`src/rtl/mem_access_ctrl.sv`:
```
// mem_access_ctrl
// Initiator side of the data-memory port. It accepts one load or store from
// the EX/MEM stage and checks its range and alignment. A legal request drives
// the memory strobes, address and write data for LATENCY cycles. The pipeline
// is stalled for the whole access. The access ends with a one-cycle done pulse,
// and err is set on that pulse when the request was rejected.
//
// Ports:
//   clk, rst              clock, synchronous active-high reset
//   req_read, req_write   load / store request from the pipeline
//   req_addr, req_wdata   byte address and store data
//   stall                 freeze the pipeline
//   done, err             completion pulse; err is valid only while done=1
//   rdata                 last successful load result
//   mem_read, mem_write   registered memory strobes
//   mem_address           registered req_addr[15:0]
//   mem_writedata         registered store data
//   mem_readdata          data returned by the memory
module mem_access_ctrl #(
    parameter int ADDR_BASE = 1024,
    parameter int DEPTH     = 256,
    parameter int LATENCY   = 3
) (
    input  logic        clk,
    input  logic        rst,
    input  logic        req_read,
    input  logic        req_write,
    input  logic [31:0] req_addr,
    input  logic [31:0] req_wdata,
    output logic        stall,
    output logic        done,
    output logic        err,
    output logic [31:0] rdata,
    output logic        mem_read,
    output logic        mem_write,
    output logic [15:0] mem_address,
    output logic [31:0] mem_writedata,
    input  logic [31:0] mem_readdata
);

    typedef enum logic [1:0] {IDLE, ACCESS, DONE} state_t;

    localparam logic [31:0] BASE  = 32'(ADDR_BASE);
    localparam logic [31:0] WORDS = 32'(DEPTH);
    localparam logic [3:0]  LAST  = 4'(LATENCY - 1);

    state_t      state, next_state;
    logic [3:0]  cnt;
    logic        err_q;
    logic        req_any;
    logic        req_valid;
    logic [31:0] offset;
    logic        last_cycle;

    assign req_any    = req_read | req_write;
    assign offset     = req_addr - BASE;
    // The offset is only meaningful when req_addr >= BASE. The lower-bound
    // term masks the wrapped value, so the subtraction cannot wrap into range.
    assign req_valid  = !(req_read && req_write) && (req_addr[1:0] == 2'b00) &&
                        (req_addr >= BASE) && ((offset >> 2) < WORDS);
    assign last_cycle = (cnt == LAST);

    // NOTE: sequential state uses non-blocking assignments only. All
    // registers then update together at the edge, with no dependence on
    // the order in which processes are evaluated.
    always_ff @(posedge clk) begin
        if (rst) state <= IDLE;
        else     state <= next_state;
    end

    // NOTE: every output of this block gets a default before the case. Every
    // path then assigns every signal, and no latch is inferred.
    always_comb begin
        next_state = state;
        stall      = 1'b0;
        done       = 1'b0;
        err        = 1'b0;
        case (state)
            IDLE: begin
                // A request held across reset must not freeze the pipeline.
                stall = req_any & ~rst;
                if (req_any) next_state = req_valid ? ACCESS : DONE;
            end
            ACCESS: begin
                stall = 1'b1;
                if (last_cycle) next_state = DONE;
            end
            DONE: begin
                done       = 1'b1;
                err        = err_q;
                next_state = IDLE;
            end
            default: next_state = IDLE;
        endcase
    end

    always_ff @(posedge clk) begin
        if (rst) begin
            cnt           <= '0;
            err_q         <= 1'b0;
            rdata         <= '0;
            mem_read      <= 1'b0;
            mem_write     <= 1'b0;
            mem_address   <= '0;
            mem_writedata <= '0;
        end else begin
            case (state)
                IDLE: begin
                    if (req_any) begin
                        cnt           <= '0;
                        err_q         <= !req_valid;
                        mem_address   <= req_addr[15:0];
                        mem_writedata <= req_wdata;
                        // The strobes hold the latched operation, and they
                        // are never raised for a rejected request.
                        mem_read      <= req_valid & req_read;
                        mem_write     <= req_valid & req_write;
                    end
                end
                ACCESS: begin
                    cnt <= cnt + 4'd1;
                    if (last_cycle) begin
                        if (mem_read) rdata <= mem_readdata;
                        mem_read  <= 1'b0;
                        mem_write <= 1'b0;
                    end
                end
                default: ;
            endcase
        end
    end

endmodule

```
`config.mk`:
```
export PLATFORM = sky130hd
export DESIGN_NAME = mem_access_ctrl
export DESIGN_NICKNAME = d
export VERILOG_FILES = /design/src/rtl/mem_access_ctrl.sv
export SDC_FILE = /design/constraint.sdc
export NUM_CORES = 1
export LEC_CHECK = 0
export CAP_MARGIN = 20
export CORE_MARGIN = 2
export CORE_UTILIZATION = 39
export CTS_CLUSTER_DIAMETER = 50
export DETAILED_ROUTE_END_ITERATION = 7
export PLACE_DENSITY = 0.81
export SLEW_MARGIN = 10
export SYNTH_ARGS = -nofsm -noshare
export SYNTH_HDL_FRONTEND = slang
export SYNTH_SLANG_ARGS = --single-unit
```
`constraint.sdc`:
```
create_clock -name clk -period 3.3 [get_ports clk]
set_clock_uncertainty 0.2 [all_clocks]
set_input_delay 0.825 -clock clk [delete_from_list [all_inputs] [get_ports clk]]
set_output_delay 0.825 -clock clk [all_outputs]
set_load 0.02 [all_outputs]
```
# After elaboration in Yosys (flattened, before gate mapping)
# Index checks and enable logic that the tools add are counted.
dict set report op_classes {
  n_addsub 2
  n_reduce_logical 14
  n_lt_le_gt_ge 2
  n_eq_ne 5
  mux 14
  bitwise 5
}
# operator count
set ops {}
lappend ops {{32-bit by 11-bit >= comparator with 1-bit output, second input constant} 1}
lappend ops {{32-bit by 11-bit subtractor with 32-bit output, second input constant} 1}
lappend ops {{30-bit by 9-bit < comparator with 1-bit output, second input constant} 1}
lappend ops {{4-bit one-hot mux with 2 select lines} 1}
lappend ops {{2-bit two-way mux} 3}
lappend ops {{1-bit one-hot mux with 2 select lines} 3}
lappend ops {{2-bit AND reduction} 3}
lappend ops {{3-bit AND reduction} 2}
lappend ops {{1-bit two-way mux} 5}
lappend ops {{4-bit by 1-bit adder with 4-bit output, second input constant} 1}
lappend ops {{4-bit by 2-bit == test with 1-bit output, second input constant} 1}
lappend ops {{1-bit logical AND} 4}
lappend ops {{2-bit zero test} 2}
lappend ops {{4-bit two-way mux} 1}
lappend ops {{2-bit != test, second input constant} 2}
lappend ops {{2-bit one-hot mux with 2 select lines} 1}
lappend ops {{1-bit AND} 3}
lappend ops {{2-bit by 1-bit == test with 1-bit output, second input constant} 1}
lappend ops {{2-bit == test, second input constant} 1}
lappend ops {{1-bit zero test} 2}
lappend ops {{2-bit nonzero test} 1}
lappend ops {{1-bit inverter} 1}
lappend ops {{1-bit OR} 1}
dict set report word_totals {
  output_inout_bits 85
  input_bits 100
  register_bits 89
  wordCells 50
}

# Depth between registers and ports, before layout
dict set report logic_depth {
  word_depth 8
  depth_mapped 8
}

# Least setup slack after synthesis
# No wires, ideal clock.
dict set report synth_path {
  path_kind {input-to-reg}
  startpoint {input req_addr[11]}
  endpoint {register err_q}
  t_required_ps 2985
  setup_ps 115
  stages 6
  setup_slack_ps 597
  n_path_buf 0
  t_arrival_ps 2388
  path_cell_list {or4_4 nor4b_4 nand3_1 xor2_1 nand4_4 o21a_1}
}
dict set report synth_via {
  elab_chain_cells 4
  word_cells_on_any_way 6
}
# item line_no
set synth_rtl {}
lappend synth_rtl {{start, declared} 28} ;# input logic [31:0] req_addr,
lappend synth_rtl {{32-bit by 11-bit subtractor with 32-bit output or 32-bit by 11-bit >= comparator with 1-bit output (tied branches)} {56, 60}}
lappend synth_rtl {{30-bit by 9-bit < comparator with 1-bit output or 1-bit logical AND (tied branches)} {60, 59}}
lappend synth_rtl {{1-bit logical AND *} 60} ;# (req_addr >= BASE) && ((offset >> 2) < WORDS);
lappend synth_rtl {{1-bit zero test *} 111} ;# err_q <= !req_valid;
lappend synth_rtl {{end signal, assigned} 111}
lappend synth_rtl {{end, declared} 49} ;# logic err_q;
# Every way passes the cells marked *; elsewhere a longest branch is shown, timed or not.
# A chain may end at the register's enable or synchronous reset.

# Final worst setup path
dict set report layout_path {
  startpoint {input req_write}
  endpoint {output stall}
}
dict set report layout_via {
  elab_chain_cells 3
}
# item line_no
set layout_rtl {}
lappend layout_rtl {{start, declared} 27} ;# input logic req_write,
lappend layout_rtl {{1-bit OR} 55} ;# assign req_any = req_read | req_write;
lappend layout_rtl {{1-bit AND} 81} ;# stall = req_any & ~rst;
lappend layout_rtl {{1-bit one-hot mux with 2 select lines} 78} ;# case (state)
lappend layout_rtl {{end, declared} 30} ;# output logic stall,
# Every way passes these cells.

==> metrics.md <==
| Metric | Value |
|---|---|
| Initial Utilization | `0.407` |
| Synth top area cells | `dfxtp_1 53%, nand2_1 18%, a21oi_1 13%` |
| DP Cell Count | `703` |
| Overflow after GRT | `0` |
| CTS tree | `built` |
| Postcts setup bufs | `0` |
| DR iter-0 viols | `95` |
| DP HPWL | `7090 microns` |
| Sw Ratio | `0.276` |
| Crit path largest cell delay | `0.48 ns` |
| Via count | `3,512` |
| DRT Pass-1 Iters | `4` |
| CTS Hold Bufs | `0` |
| Fin crit share | `0.955` |
| Share of the synthesized area in the top cell type | `0.528` |
| Layout area overhead | `63.1%` |
| Synth Warn # | `0` |
| CP cell instances | `clkdlybuf4s50_1 > nor3_1 > or2_2 > a21oi_1 > dlygate4sd2_1` |
| CTS Buffer Depth | `2` |
| Top Family by Delay on Critical Path | `buffers and inverters` |
| Pleak | `0.00200 uW` |
| Commonest non-fill, non-tap cell in the layout | `clkdlybuf4s50_1` |
| Largest area contributor in the synthesized netlist | `dfxtp_1` |
| First-pass GRT wire length | `16,300 microns` |
| Row count | `33` |
| Status | `finished clean` |
| Total negative slack | `0 ns` |
| RSZ-0062 raised after global routing | `false` |
| Core ar. | `8300 sq um` |
| Register area share after synthesis | `0.528` |
| Startpoint types | `primary input` |
| Clk sinks | `89` |
| Final min period | `3.15 ns` |
| Vias in the first global route | `3,547` |
| Placement-stage cell area | `5320 sq um` |
| Cell Count, Final, Fillers Out | `720` |
| R2R Setup Slk | `1.38 ns` |
| Worst Tran Pin Value | `0.934 ns` |
| Clk pwr share | `0.315` |
| Clock Pin Slew Worst Setup and Hold Paths | `0.08 ns` |
| WP data required | `2.27 ns` |
| Overall Global Routing Usage | `0.210` |
| Most frequent cells in the layout | `182 x clkdlybuf4s50_1, 166 x nand2_1, 89 x dfxtp_1` |
| Die span in x | `97.1 microns` |
| F_max | `317 MHz` |
| Final #Nets | `711` |
| Layout fillers | `693` |
| Clock buffer count from CTS | `9` |
| WL/cell | `13.7 microns` |
| Hold WS | `0.256 ns` |
| Fraction of layout cells with a size suffix above 1 | `0.0554` |
| Max-slew violation count | `0` |
| Ports | `185` |
| Gpl congestion | `0.756` |
| Endpoints failing hold | `0` |
| WP buf/inv | `2` |
| H-tree levels | `3` |
| Skew-Pair Late Insertion Delay | `0.35 ns` |
| Crit path arrival time | `2.13 ns` |
| Final instance area | `5510 sq um` |
| Core Util, Final | `0.664` |
| Maximum vdd drop | `0.292 mV` |
| Syn_nets | `535` |
| Power density over the cells | `411 nW/um^2` |
| Flop and latch count out of synthesis | `89` |
| Largest net degree at the start of global routing | `91` |
| Port Buffers | `184` |
| Pint | `1640 uW` |
| Die height | `97.1 microns` |
| Final setup fails | `0` |
| Hold Path Class | `reg2reg` |
| CP Max Fanout | `2` |
| Crit. End Element | `output port` |
| Resize count post-CTS | `1` |
| Slew headroom | `0.377` |
| Cells after Synth | `433` |
| Setup Crit Path Kind | `in2out` |
| Max-Cap Viols | `0` |
| Initial antenna violation count | `1` |
| CTS root buffer | `clkbuf_8` |
| WL final | `9850 microns` |
| Part of the power in combinational logic | `0.182` |
| Synth Area per Inst | `7.80 sq um` |
| DIE AREA | `9420 sq um` |
| Cell variety after synth | `33` |
| DRC | `0` |
| Switching pwr | `624 uW` |
| Critical-path top delay cell | `clkdlybuf4s50_1` |
| Mapped cell area | `3380 sq um` |
| Vias/cell | `4.88` |
| Sequential Power Share | `0.504` |
| Final ANT Viol Nets | `0` |
-- worst paths after layout --
path / startpoint / endpoint / cells after the start
min: rdata[10]$_SDFFE_PP0P_ / rdata[10]$_SDFFE_PP0P_ / 2
min reg2reg: rdata[10]$_SDFFE_PP0P_ / rdata[10]$_SDFFE_PP0P_ / 2
max: req_write / stall / 5
max reg2reg: cnt[1]$_SDFFE_PP0P_ / rdata[1]$_SDFFE_PP0P_ / 6
-- kinds of logic (layout without fill, tap and decap cells) --
logic type / Yosys count / count (layout) / synth area share
buffers and inverters: 29 / 210 / 0.0322
muxes: 2 / 2 / 0.00741
AOI/OAI and AO/OA: 95 / 95 / 0.146
and+or+nand+nor: 213 / 213 / 0.272
xor gates and xnor gates: 3 / 3 / 0.00778
adders and majority gates: 2 / 2 / 0.00741
other: 0 / 1 / 0
DFF: 89 / 89 / 0.528
-- Yosys cell counts --
cell type  instances
nor4b_1            1
clkbuf_1          26
o31ai_2            1
or3_1              2
a211oi_1           1
or4_4              1
nor3_1             5
nand3b_1           1
nand3_1            4
nor2_1            18
o21ai_1            3
nand4_4            1
or4_1              1
nor2b_1            2
nand4b_1           1
buf_1              2
xor2_1             3
or2_2              1
nand2b_1           1
o21a_1             3
dfxtp_1           89
nor3b_2            1
and3_1             1
o21ai_0            2
ha_1               2
nor3b_1            4
and2_1             1
inv_1              1
mux2_4             1
a21oi_1           85
nand2_1          166
nor4b_4            1
mux2i_1            1
-- flip-flops by register name, summed over array words and instances (netlist names) --
name,flops
state,2
err_q,1
mem_read,1
rdata,32
mem_address,16
cnt,4
mem_write,1
mem_writedata,32
-- per-stage QoR --
stage,setup slack [ns],total power (uW)
floorplan,0.597,1330
global placement,-0.134,1570
detailed placement,-0.134,1580
CTS,0.146,2290
global route,0.116,2370
finish,0.147,2260
-- layer usage --
metal,routed length [microns],track usage
met5,0,0
met4,158,0.0878
met3,1250,0.112
met2,4570,0.345
met1,3870,0.226
-- tightest hold or removal path, delay by kind of cell (launching register included) --
kind,cells,cell delay (ns)
AOI/OAI and AO/OA,1,0.05
and+or+nand+nor,1,0.05
DFF,1,0.31
-- power groups by stage --
stage | Combinational [uW] | Clock (uW) | Sequential [uW]
after detailed placement | 413 | 0 | 1170
after CTS | 415 | 733 | 1140
after global routing | 444 | 775 | 1150
final | 412 | 713 | 1140
after floorplan | 115 | 0 | 1220
after global placement | 408 | 0 | 1160
-- final cells by class --
type / instances / area [sq um] / share of cell area
multi-input combinational: 315 / 1500 / 0.272
timing repair buffer: 193 / 1900 / 0.346
inverter: 1 / 3.75 / 0.000682
sequential: 89 / 1780 / 0.323
tap: 105 / 131 / 0.0239
clock inverter: 6 / 50.0 / 0.00909
clock buffer: 10 / 138 / 0.0250
antenna: 1 / 2.50 / 0.000454
(Power assumes the default switching activity.)
